$ cat config.mk
export PLATFORM = sky130hd
export DESIGN_NAME = phase_sequencer
export DESIGN_NICKNAME = d
export VERILOG_FILES = /design/src/rtl/phase_sequencer.sv
export SDC_FILE = /design/constraint.sdc
export NUM_CORES = 1
export LEC_CHECK = 0
export ABC_AREA = 1
export CORE_ASPECT_RATIO = 1.2
export CORE_MARGIN = 2
export CORE_UTILIZATION = 33
export DETAILED_ROUTE_END_ITERATION = 12
export DONT_BUFFER_PORTS = 1
export PLACE_DENSITY_LB_ADDON = 0.08
export SYNTH_ARGS = -nofsm -noshare
export SYNTH_HDL_FRONTEND = slang
export SYNTH_SLANG_ARGS = --single-unit
$ cat constraint.sdc
create_clock -name clk -period 1.9 [get_ports clk]
set_input_delay 0.38 -clock clk [delete_from_list [all_inputs] [get_ports clk]]
set_output_delay 0.38 -clock clk [all_outputs]
set_load 0.01 [all_outputs]
$ cat src/rtl/phase_sequencer.sv
// rtl/phase_sequencer.sv - MD timestep phase handshake responder
//
// Purpose:
//   Answers the control unit's phase handshake for one molecular-dynamics
//   timestep loop. It waits for the particle memory to be loaded, then at every
//   phase entry pulses unit_start to all compute units. It collects their
//   per-unit completion pulses, signals phase1_done / phase3_done, and counts
//   completed timesteps until the programmed number of steps is reached.
//
// Ports:
//   clk, reset      system clock, synchronous active-high reset
//   start           one-cycle run request, accepted only in IDLE
//   num_steps       timesteps to run, captured when start is accepted
//   load_we         one strobe per particle-memory word written
//   phase1_ready    control unit is in the force phase
//   phase3_ready    control unit is in the motion-update phase
//   double_buffer   control unit's current buffer select
//   p1_unit_done    per-unit completion pulses for phase 1
//   p3_unit_done    per-unit completion pulses for phase 3
//   mem_set         particle memory loaded (sticky)
//   phase1_done     all units finished phase 1 (level until handoff)
//   phase3_done     all units finished phase 3 (level until handoff)
//   step            completed timesteps
//   unit_start      one-cycle start pulse to every compute unit
//   unit_phase      0 = phase 1, 1 = phase 3
//   buffer_sel      double_buffer captured at phase entry
//   busy            run in progress (not IDLE, not DONE)
//   sim_done        run complete (sticky)
//   error           sticky protocol-violation flag

module phase_sequencer #(
    parameter int N_UNITS    = 8,
    parameter int LOAD_WORDS = 64,
    parameter int STEP_W     = 32
) (
    input  logic               clk,
    input  logic               reset,
    input  logic               start,
    input  logic [STEP_W-1:0]  num_steps,
    input  logic               load_we,
    input  logic               phase1_ready,
    input  logic               phase3_ready,
    input  logic               double_buffer,
    input  logic [N_UNITS-1:0] p1_unit_done,
    input  logic [N_UNITS-1:0] p3_unit_done,
    output logic               mem_set,
    output logic               phase1_done,
    output logic               phase3_done,
    output logic [STEP_W-1:0]  step,
    output logic               unit_start,
    output logic               unit_phase,
    output logic               buffer_sel,
    output logic               busy,
    output logic               sim_done,
    output logic               error
);

    localparam int LOAD_CNT_W = (LOAD_WORDS < 2) ? 1 : $clog2(LOAD_WORDS + 1);
    localparam logic [LOAD_CNT_W-1:0] LAST_WORD = LOAD_CNT_W'(LOAD_WORDS - 1);

    typedef enum logic [2:0] {
        S_IDLE,
        S_LOAD,
        S_ARM,
        S_P1_RUN,
        S_P3_RUN,
        S_P1_WAIT,
        S_P3_WAIT,
        S_DONE
    } state_t;

    state_t                state;
    logic [LOAD_CNT_W-1:0] load_cnt;
    logic [N_UNITS-1:0]    mask;
    logic [STEP_W-1:0]     num_steps_q;

    // Units already recorded plus the ones reporting this cycle; a pulse that
    // arrives on the completing cycle must count without waiting for the mask.
    logic [N_UNITS-1:0] p1_seen;
    logic [N_UNITS-1:0] p3_seen;
    logic               p1_all;
    logic               p3_all;
    logic               violation;

    assign p1_seen = mask | p1_unit_done;
    assign p3_seen = mask | p3_unit_done;
    assign p1_all  = &p1_seen;
    assign p3_all  = &p3_seen;

    // Violations that do not depend on the state transition being taken.
    // mem_set is only ever high outside LOAD, so a load strobe while it is
    // set is by construction a strobe after the memory was declared full.
    always_comb begin
        violation = 1'b0;
        if ((|p1_unit_done) && (state != S_P1_RUN)) begin
            violation = 1'b1;
        end
        if ((|p3_unit_done) && (state != S_P3_RUN)) begin
            violation = 1'b1;
        end
        if (load_we && mem_set) begin
            violation = 1'b1;
        end
    end

    always_ff @(posedge clk) begin
        if (reset) begin
            state       <= S_IDLE;
            load_cnt    <= '0;
            mask        <= '0;
            num_steps_q <= '0;
            mem_set     <= 1'b0;
            phase1_done <= 1'b0;
            phase3_done <= 1'b0;
            step        <= '0;
            unit_start  <= 1'b0;
            unit_phase  <= 1'b0;
            buffer_sel  <= 1'b0;
            busy        <= 1'b0;
            sim_done    <= 1'b0;
            error       <= 1'b0;
        end else begin
            unit_start <= 1'b0;
            if (violation) begin
                error <= 1'b1;
            end

            case (state)
                S_IDLE: begin
                    if (start) begin
                        num_steps_q <= num_steps;
                        load_cnt    <= '0;
                        busy        <= 1'b1;
                        state       <= S_LOAD;
                    end
                end

                S_LOAD: begin
                    if (load_we) begin
                        load_cnt <= load_cnt + LOAD_CNT_W'(1);
                        if (load_cnt == LAST_WORD) begin
                            mem_set <= 1'b1;
                            state   <= S_ARM;
                        end
                    end
                end

                S_ARM: begin
                    if (num_steps_q == '0) begin
                        sim_done <= 1'b1;
                        busy     <= 1'b0;
                        state    <= S_DONE;
                    end else if (phase1_ready || phase3_ready) begin
                        unit_start <= 1'b1;
                        buffer_sel <= double_buffer;
                        mask       <= '0;
                        if (phase1_ready) begin
                            // Both ready at once is ambiguous; phase 1 wins
                            // and the conflict is flagged.
                            unit_phase <= 1'b0;
                            state      <= S_P1_RUN;
                            if (phase3_ready) begin
                                error <= 1'b1;
                            end
                        end else begin
                            unit_phase <= 1'b1;
                            state      <= S_P3_RUN;
                        end
                    end
                end

                S_P1_RUN: begin
                    mask <= p1_seen;
                    if (p1_all) begin
                        phase1_done <= 1'b1;
                        state       <= S_P1_WAIT;
                    end
                end

                S_P3_RUN: begin
                    mask <= p3_seen;
                    if (p3_all) begin
                        // The step count moves together with phase3_done so
                        // the control unit sees a consistent pair.
                        step        <= step + STEP_W'(1);
                        phase3_done <= 1'b1;
                        state       <= S_P3_WAIT;
                    end
                end

                S_P1_WAIT: begin
                    if (!phase1_ready) begin
                        phase1_done <= 1'b0;
                        state       <= S_ARM;
                    end
                end

                S_P3_WAIT: begin
                    if (!phase3_ready) begin
                        phase3_done <= 1'b0;
                        // The control unit must swap buffers at every motion
                        // update; an unchanged select means stale positions.
                        if (double_buffer == buffer_sel) begin
                            error <= 1'b1;
                        end
                        if (step == num_steps_q) begin
                            sim_done <= 1'b1;
                            busy     <= 1'b0;
                            state    <= S_DONE;
                        end else begin
                            state <= S_ARM;
                        end
                    end
                end

                S_DONE: begin
                    // Terminal until reset.
                end

                default: begin
                    state <= S_IDLE;
                end
            endcase
        end
    end

endmodule

# After elaboration in Yosys (flattened, before gate mapping)
# Index checks and enable logic that the tools add are counted.
[word_totals]
ff_bits = 91
inputBits = 55
[op_classes]
addsub = 2
n_eq_ne = 23
muxes = 46
bitwise = 4
n_reduce_logical = 29
[ops]
columns = ["op", "count"]
rows = [
  ["3-bit two-way mux", 11],
  ["32-bit by 1-bit adder with 32-bit output, second input constant", 1],
  ["32-bit == test", 1],
  ["32-bit logical NOT", 1],
  ["8-bit one-hot mux with 3 select lines", 1],
  ["1-bit two-way mux", 23],
  ["2-bit != test, second input constant", 11],
  ["3-bit one-hot mux with 7 select lines", 1],
  ["3-bit AND reduction", 6],
  ["9-bit AND reduction", 2],
  ["8-bit two-way mux", 2],
  ["8-bit OR", 2],
  ["8-bit AND reduction", 2],
  ["8-bit OR reduction", 2],
  ["7-bit two-way mux", 2],
  ["7-bit one-hot mux with 2 select lines", 1],
  ["3-bit == test, second input constant", 3],
  ["1-bit one-hot mux with 2 select lines", 4],
  ["2-bit nonzero test", 4],
  ["7-bit by 1-bit adder with 7-bit output, second input constant", 1],
  ["7-bit by 6-bit == test with 1-bit output, second input constant", 1],
  ["7-bit nonzero test", 1],
  ["3-bit by 2-bit == test with 1-bit output, second input constant", 2],
  ["3-bit != test, second input constant", 2],
  ["13 further kinds", 17],
]

# Longest topological paths before layout
# Gate-level depths: netlist of run 1.
[depth]
depth_word = 11
depth_mapped = 13
ltp_nobuf = 13

# Worst setup path before layout of run 1
# OpenSTA, ideal clock, no wires.
[synth_timing]
path_type = "reg2reg"
startpoint = "register step[0]"
endpoint = "register step[24]"
setup_time_ns = 0.113
t_arrival_ns = 1.525
setup_slack_ns = 0.262
stages_incl_launch_ff = 11
path_buffers = 0
synth_period_minus_slack_ns = 1.638
cell_sequence = "dfxtp_1 ha_1 inv_1 nor3_4 nand3_1 nor2_1 nand3_1 nor2_1 nand2_1 nand2_1 nor2_1"
[synth_via]
elab_chain_cells = 1
[synth_lines]
columns = ["item", "line", "text"]
rows = [
  ["start, declared", "49", "output logic [STEP_W-1:0] step,"],
  ["start signal, assigned", "185", "step <= step + STEP_W'(1);"],
  ["32-bit by 1-bit adder with 32-bit output", "185", ""],
]
# No other way between the ends.
# A chain may end at the register's enable or synchronous reset.

# Final worst setup path of run 1
[layout_timing]
startpoint = "register mask[5]"
endpoint = "register step[21]"
[layout_via]
elab_chain_cells = 2
[layout_lines]
columns = ["item", "line", "text"]
rows = [
  ["start, declared", "74", "logic [N_UNITS-1:0] mask;"],
  ["start signal, assigned", "173", "mask <= p1_seen;"],
  ["start signal, assigned", "181", "mask <= p3_seen;"],
  ["8-bit OR", "86", "assign p3_seen = mask | p3_unit_done;"],
  ["9-bit AND reduction (no line)", "n/a", ""],
]
# No other way between the ends.

==> out/qor.yml, run 1 <==
synthFlopType: "dfxtp_1"
yosys-top-cells-area: "dfxtp_1 35%, nand2_1 14%, a21oi_1 8.0%, inv_1 8.0%, nor2_1 8.0%"
report.final.hold_viol_count: 0
syn_nets: 863
num_vias: 5077
min_path_type: "in -> reg"
syn2layout_area_growth_pct: 17.43
firstDrtPassIters: 5
grtUsageTotal: 0.1930
dieHeight_um: 140.7
period_share: 0.9477
ioPinCount: 96
arrival_ps: 2040
path_class: "reg -> reg"
cts_tree: "built"
switching_power_mw: 2.269
crit_fanout: 8
slowest_delay_ps: 360
grt_remaining_overflow: 0
yosysMostFrequentCell: "nand2_1"
stdcell_area_um2: 6037
grt_pass1_vias: 5039
yosysSeqAreaShare: 0.3543
hold_end: "phase1_done"
hold_depth: 1
synth_edf_count: 0
wl_per_cell_um: 15.17
slew_headroom: 0.7292
drt_wl_total_um: 15900
path_cells: "nor2_1 > nor2_2 > nand4_4 > nor2_8 > buf_4 > buf_4 > nand4_1 > o21ai_1 > a21oi_1"
route.detailed.drc: 0
status: "completed"
cts_hold_buf: 0
gp_congestion: 0.9034
cts_buffers: 9
grt_antenna_before_repair: 0
setup_ws_ps: 99.33
swShare: 0.3543
globalRouteMet1Util: 0.2257
fmax_mhz: 555.3
cts_max_level: 3
avgSynthCellArea_um2: 6.379
synth_warnings: 0
reg2reg_from: "mask[5]"
clk_pin_slew_ps: 70
ant_nets: 0
top_usage_layer: "met2"
clk_path_buf_depth: 2
critPathRequiredTime_ps: 2140
die_w_um: 117.9
die-area_um2: 16600
netlist_area_um2: 5141
p_comb_frac: 0.298
power_density_nw_per_um2: 1061
detail_route.iter0.violations: 323
clkPwrFrac: 0.327
worst-r2r-setup-slack_ps: 100
initial_utilization: 0.3327
netlist.area_leader.share: 0.3543
met3_usage: 0.04126
fin_crit_ps: 1801
clock_sinks: 91
r2r-end: "step[21]"
synthTopCellsByCount: "189 x nand2_1, 109 x inv_1, 109 x nor2_1"
ys_async_sr_fraction: 0
endpoint_kind: "flip-flop"
power.leakage_nw: 2.456
internal_power_mw: 4.135
io_buffers: 0
dp_worst_setup_slack_ps: 40.61
ir_drop_uv: 501.1
drive_gt1_frac: 0.1250
cts_root_buffer: "clkbuf_16"
hpwl_um: 12150
synth_area_leader_cell: "dfxtp_1"
syn_inst: 806
drv_slew: 0
grt_pass1_wl_um: 25490
seqPwrFrac: 0.375
num-nets-final: 892
ys_seq_elements: 91
cpMaxStageDelayCell: "dfxtp_1"
diodes: 0
num_rows: 50
tightest_slew_ps: 402.5
min_from: "reset"
synthDistinctLibCells: 38
met2_usage: 0.3485
vias_per_cell: 4.844
worst_path_most_repeated_cell: "buf_4"
core_um2: 15450
r2r_cells: 9
startpoint_type: "flip-flop"
clock_latency_ps: 350
grt_max_degree: 49
dpl_cell_area_um2: 5580
drv_cap: 0
skew_ps: 10.03
setup_viol: 0
==> state kept, by name, indices dropped and copies added (netlist names) <==
name         flops
unit_phase       1
step            32
error            1
unit_start       1
buffer_sel       1
num_steps_q     32
mask             8
mem_set          1
state            3
sim_done         1
load_cnt         7
phase1_done      1
phase3_done      1
busy             1
==> cells by family after synthesis <==
family,count (synthesis),share of synthesized area
buffers and inverters,140,0.1049
XOR/XNOR,25,0.04259
AO/OA/AOI/OAI,162,0.1648
AND/OR/NAND/NOR,386,0.3285
adder cells (fa/ha/maj),2,0.004867
flip-flops,91,0.3543
==> placed cells by master (no fill, tap or decap), types with 2 or more instances in the layout <==
cell type   count
nand2_1       188
a31oi_1         5
nor2_2          9
buf_4          40
o21ai_0        60
clkinvlp_4      2
dfxtp_1        82
nand4_1        18
clkbuf_16       9
o21ai_1         4
dfxtp_2         9
nor2_1        102
nor2_4          4
o21bai_1        2
o22a_1          2
nor3_4          3
clkinv_2        2
o21a_1          4
inv_2           8
a211oi_1        2
xor2_1          8
ha_1            2
nand3_2         2
bufinv_16       3
a21oi_1        82
nand2_2         3
or2_2           2
xnor2_1        17
nand3_1        23
inv_1         106
nor3_2          3
nor3_1         17
nor4_1          7
==> power groups by stage <==
stage	logic, mW	registers, mW	clock network [mW]
2_1_floorplan	1.41	2.40	0
4_1_cts	1.90	2.40	2.16
6_report	1.91	2.40	2.09
3_5_place_dp	1.90	2.44	0
3_3_place_gp	1.88	2.43	0
5_1_grt	2.20	2.43	2.24
==> worst max-delay path by stage <==
stage,to,slack (ps),startpoint
6_report,step[21],100,mask[5]
2_1_floorplan,step[24],260,step[0]
3_5_place_dp,step[30],40,mask[3]
3_3_place_gp,step[30],40,mask[3]
5_1_grt,step[19],-2,mask[5]
4_1_cts,step[30],10,mask[3]
==> stage by stage <==
step | total power [mW] | hold WS [ps] | cells | utilization | TNS (ps)
floorplan | 3.808 | 448.5 | 806 | - | 0
global placement | 4.316 | 452.0 | 1026 | 0.3611 | 0
detailed placement | 4.336 | 457.1 | 1026 | 0.3611 | 0
CTS | 6.451 | 73.51 | 1042 | 0.3832 | 0
global route | 6.877 | 77.04 | 1048 | 0.3907 | -2.389
finish | 6.404 | 98.95 | 1048 | 0.3907 | 0
==> per-layer routing <==
| layer | vias up | part of all wire | wire length [µm] |
|---|---|---|---|
| met4 | 0 | 0.013 | 212 |
| met2 | 111 | 0.51 | 8088 |
| met1 | 2305 | 0.44 | 6923 |
| met3 | 15 | 0.043 | 676 |
| met5 | - | 0 | 0 |
| li1 | 2646 | - | - |
==> repair_timing <==
item / 4_1_cts / 5_1_grt
gates resized for setup: 0 / 29
endpoints found under the setup margin: 0 / 23
buffers inserted: 0 / 5
endpoints found under the hold margin: 0 / 0
==> critical path: cells and delay by family, from the launching register on <==
family | cells | cell delay (ps)
AO/OA/AOI/OAI | 2 | 200
AND/OR/NAND/NOR | 5 | 830
flip-flops | 1 | 360
buffers and inverters | 2 | 300
==> cell type report <==
class / count / area, µm²
fillers: 1700 / 9415
clock inverters: 7 / 116.4
clock buffers: 9 / 225.2
multi-input cells: 576 / 2840
inverters: 116 / 441.7
repair buffers: 41 / 320.3
flip-flops and latches: 91 / 1833
well taps: 208 / 260.3
No activity file was read; power rests on OpenSTA's default activity.
==> run 2, diff against run 1 <==
--- a/config.mk
+++ b/config.mk
@@ -6,9 +6,8 @@
 export NUM_CORES = 1
 export LEC_CHECK = 0
 export ABC_AREA = 1
-export CORE_ASPECT_RATIO = 1.2
 export CORE_MARGIN = 2
-export CORE_UTILIZATION = 33
+export CORE_UTILIZATION = 50
 export DETAILED_ROUTE_END_ITERATION = 12
 export DONT_BUFFER_PORTS = 1
 export PLACE_DENSITY_LB_ADDON = 0.08
==> out/qor.yml, run 2 (synthesis gave the netlist of run 1 again) <==
status: "completed"
skew_ps: 12.63
r2r_cells: 10
cts_max_level: 3
tns_ps: 0
slowest_delay_ps: 400
min_from: "reset"
multi_input_area_um2: 2824
num_rows: 37
critPathRequiredTime_ps: 2160
core_um2: 10140
syn2layout_area_growth_pct: 11.58
report.final.hold_viol_count: 0
diodes: 0
hold_end: "phase1_done"
grt_max_degree: 49
io_buffers: 0
grt_pass1_wl_um: 22610
drive_gt1_frac: 0.1042
dpl_cell_area_um2: 5453
largestRegisters: "num_steps_q x32, step x32, mask x8"
cp_top_family: "simple AND/OR/NAND/NOR gates"
dieHeight_um: 105.4
setup_ws_ps: 116.2
setup_viol: 0
grt_pass1_vias: 4873
cts_root_buffer: "clkbuf_8"
startpoint_type: "flip-flop"
ioPinCount: 96
clock_latency_ps: 370
clk_pin_slew_ps: 90
grt_remaining_overflow: 0
drt_wl_total_um: 14020
grtUsageTotal: 0.2513
vias_per_cell: 5.331
path_class: "reg -> reg"
ff_latch_area_um2: 1826
period_share: 0.9389
route.detailed.drc: 0
critical_path_buf_inv_count: 1
num_vias: 5176
cpMaxStageDelayCell: "dfxtp_1"
power.total_mw: 5.586
endpoint_kind: "flip-flop"
ir_drop_uv: 413.9
fmax_mhz: 560.6
power_density_nw_per_um2: 973.8
power.leakage_nw: 2.362
min_path_type: "in -> reg"
fin_util: 0.5658
most-common-layout-cells: "189 x nand2_1, 109 x inv_1, 104 x nor2_1, 88 x dfxtp_1, 82 x a21oi_1"
grt_antenna_before_repair: 0
die_w_um: 105.4
arrival_ps: 2040
slew_headroom: 0.7181
drv_slew: 0
hpwl_um: 10490
worst-r2r-setup-slack_ps: 120
fillCellCount: 1025
gp_congestion: 0.9219
tightest_slew_ps: 422.9
layout_commonest_cell: "nand2_1"
hold_depth: 1
ant_nets: 0
whs_ps: 72.53
cts_buffers: 9
wl_per_cell_um: 14.44
firstDrtPassIters: 4
reg2reg_from: "step[1]"
drv_cap: 0
num-nets-final: 887
cts_tree: "built"
dp_worst_setup_slack_ps: 123.1
path_cells: "ha_1 > inv_1 > nor3_4 > nand3_2 > nor2_2 > nand3_1 > nor2_1 > nand2_1 > nand2_1 > nor2_1"
stdcell_area_um2: 5737
fin_crit_ps: 1784
die-area_um2: 11110
detail_route.iter0.violations: 313
clock_sinks: 91
initial_utilization: 0.5071
clk_path_buf_depth: 2
r2r-end: "step[24]"
crit_fanout: 4
placedCellCount: 949
cts_hold_buf: 0
final_cells: 971
-- run 2: final cells by class --
type                            count  area share
Tap cell                          136     0.02966
Clock inverter                      3    0.003490
Clock buffer                       13     0.03119
Sequential cell                    91      0.3182
Timing Repair Buffer               36     0.04929
Multi-Input combinational cell    576      0.4923
Inverter                          116     0.07590
-- run 2: worst max-delay path by stage --
stage / from / end / slack, ps / cells after the start
after floorplan: step[0] / step[24] / 260 / 10
after global placement: step[18] / step[29] / 160 / 9
after detailed placement: step[1] / step[24] / 120 / 10
after CTS: step[1] / step[24] / 80 / 10
after global routing: step[1] / step[26] / -20 / 11
final: step[1] / step[24] / 120 / 10
-- run 2: metal layers --
metal  global-route usage  part of all wire  up-vias
li1                     -                 -     2628
met1               0.3115              0.45     2370
met2               0.4392              0.48      154
met3              0.04082             0.056       24
met4              0.08857             0.021        0
met5                    0                 0        -
-- run 2: power breakdown --
part | switching [mW] | leakage, nW | internal [mW] | total (mW)
combinational | 1.20 | 1.52 | 0.662 | 1.86
clock | 0.696 | 0.0977 | 0.617 | 1.31
sequential | 0.230 | 0.743 | 2.18 | 2.41
total | 2.12 | 2.36 | 3.46 | 5.59
-- run 2: repair_timing --
item | 4_1_cts | 5_1_grt
resized for setup | 0 | 12
hold endpoints to repair | 0 | 0
endpoints found under the setup margin | 0 | 9
setup buffers | 0 | 5
==> run 3, diff against run 2 <==
--- a/config.mk
+++ b/config.mk
@@ -10,6 +10,7 @@
 export CORE_UTILIZATION = 50
 export DETAILED_ROUTE_END_ITERATION = 12
 export DONT_BUFFER_PORTS = 1
+export GPL_TIMING_DRIVEN = 1
 export PLACE_DENSITY_LB_ADDON = 0.08
 export SYNTH_ARGS = -nofsm -noshare
 export SYNTH_HDL_FRONTEND = slang
==> results of run 3 <==
No change in the layout: final DEF, timing and power equal those of run 2.
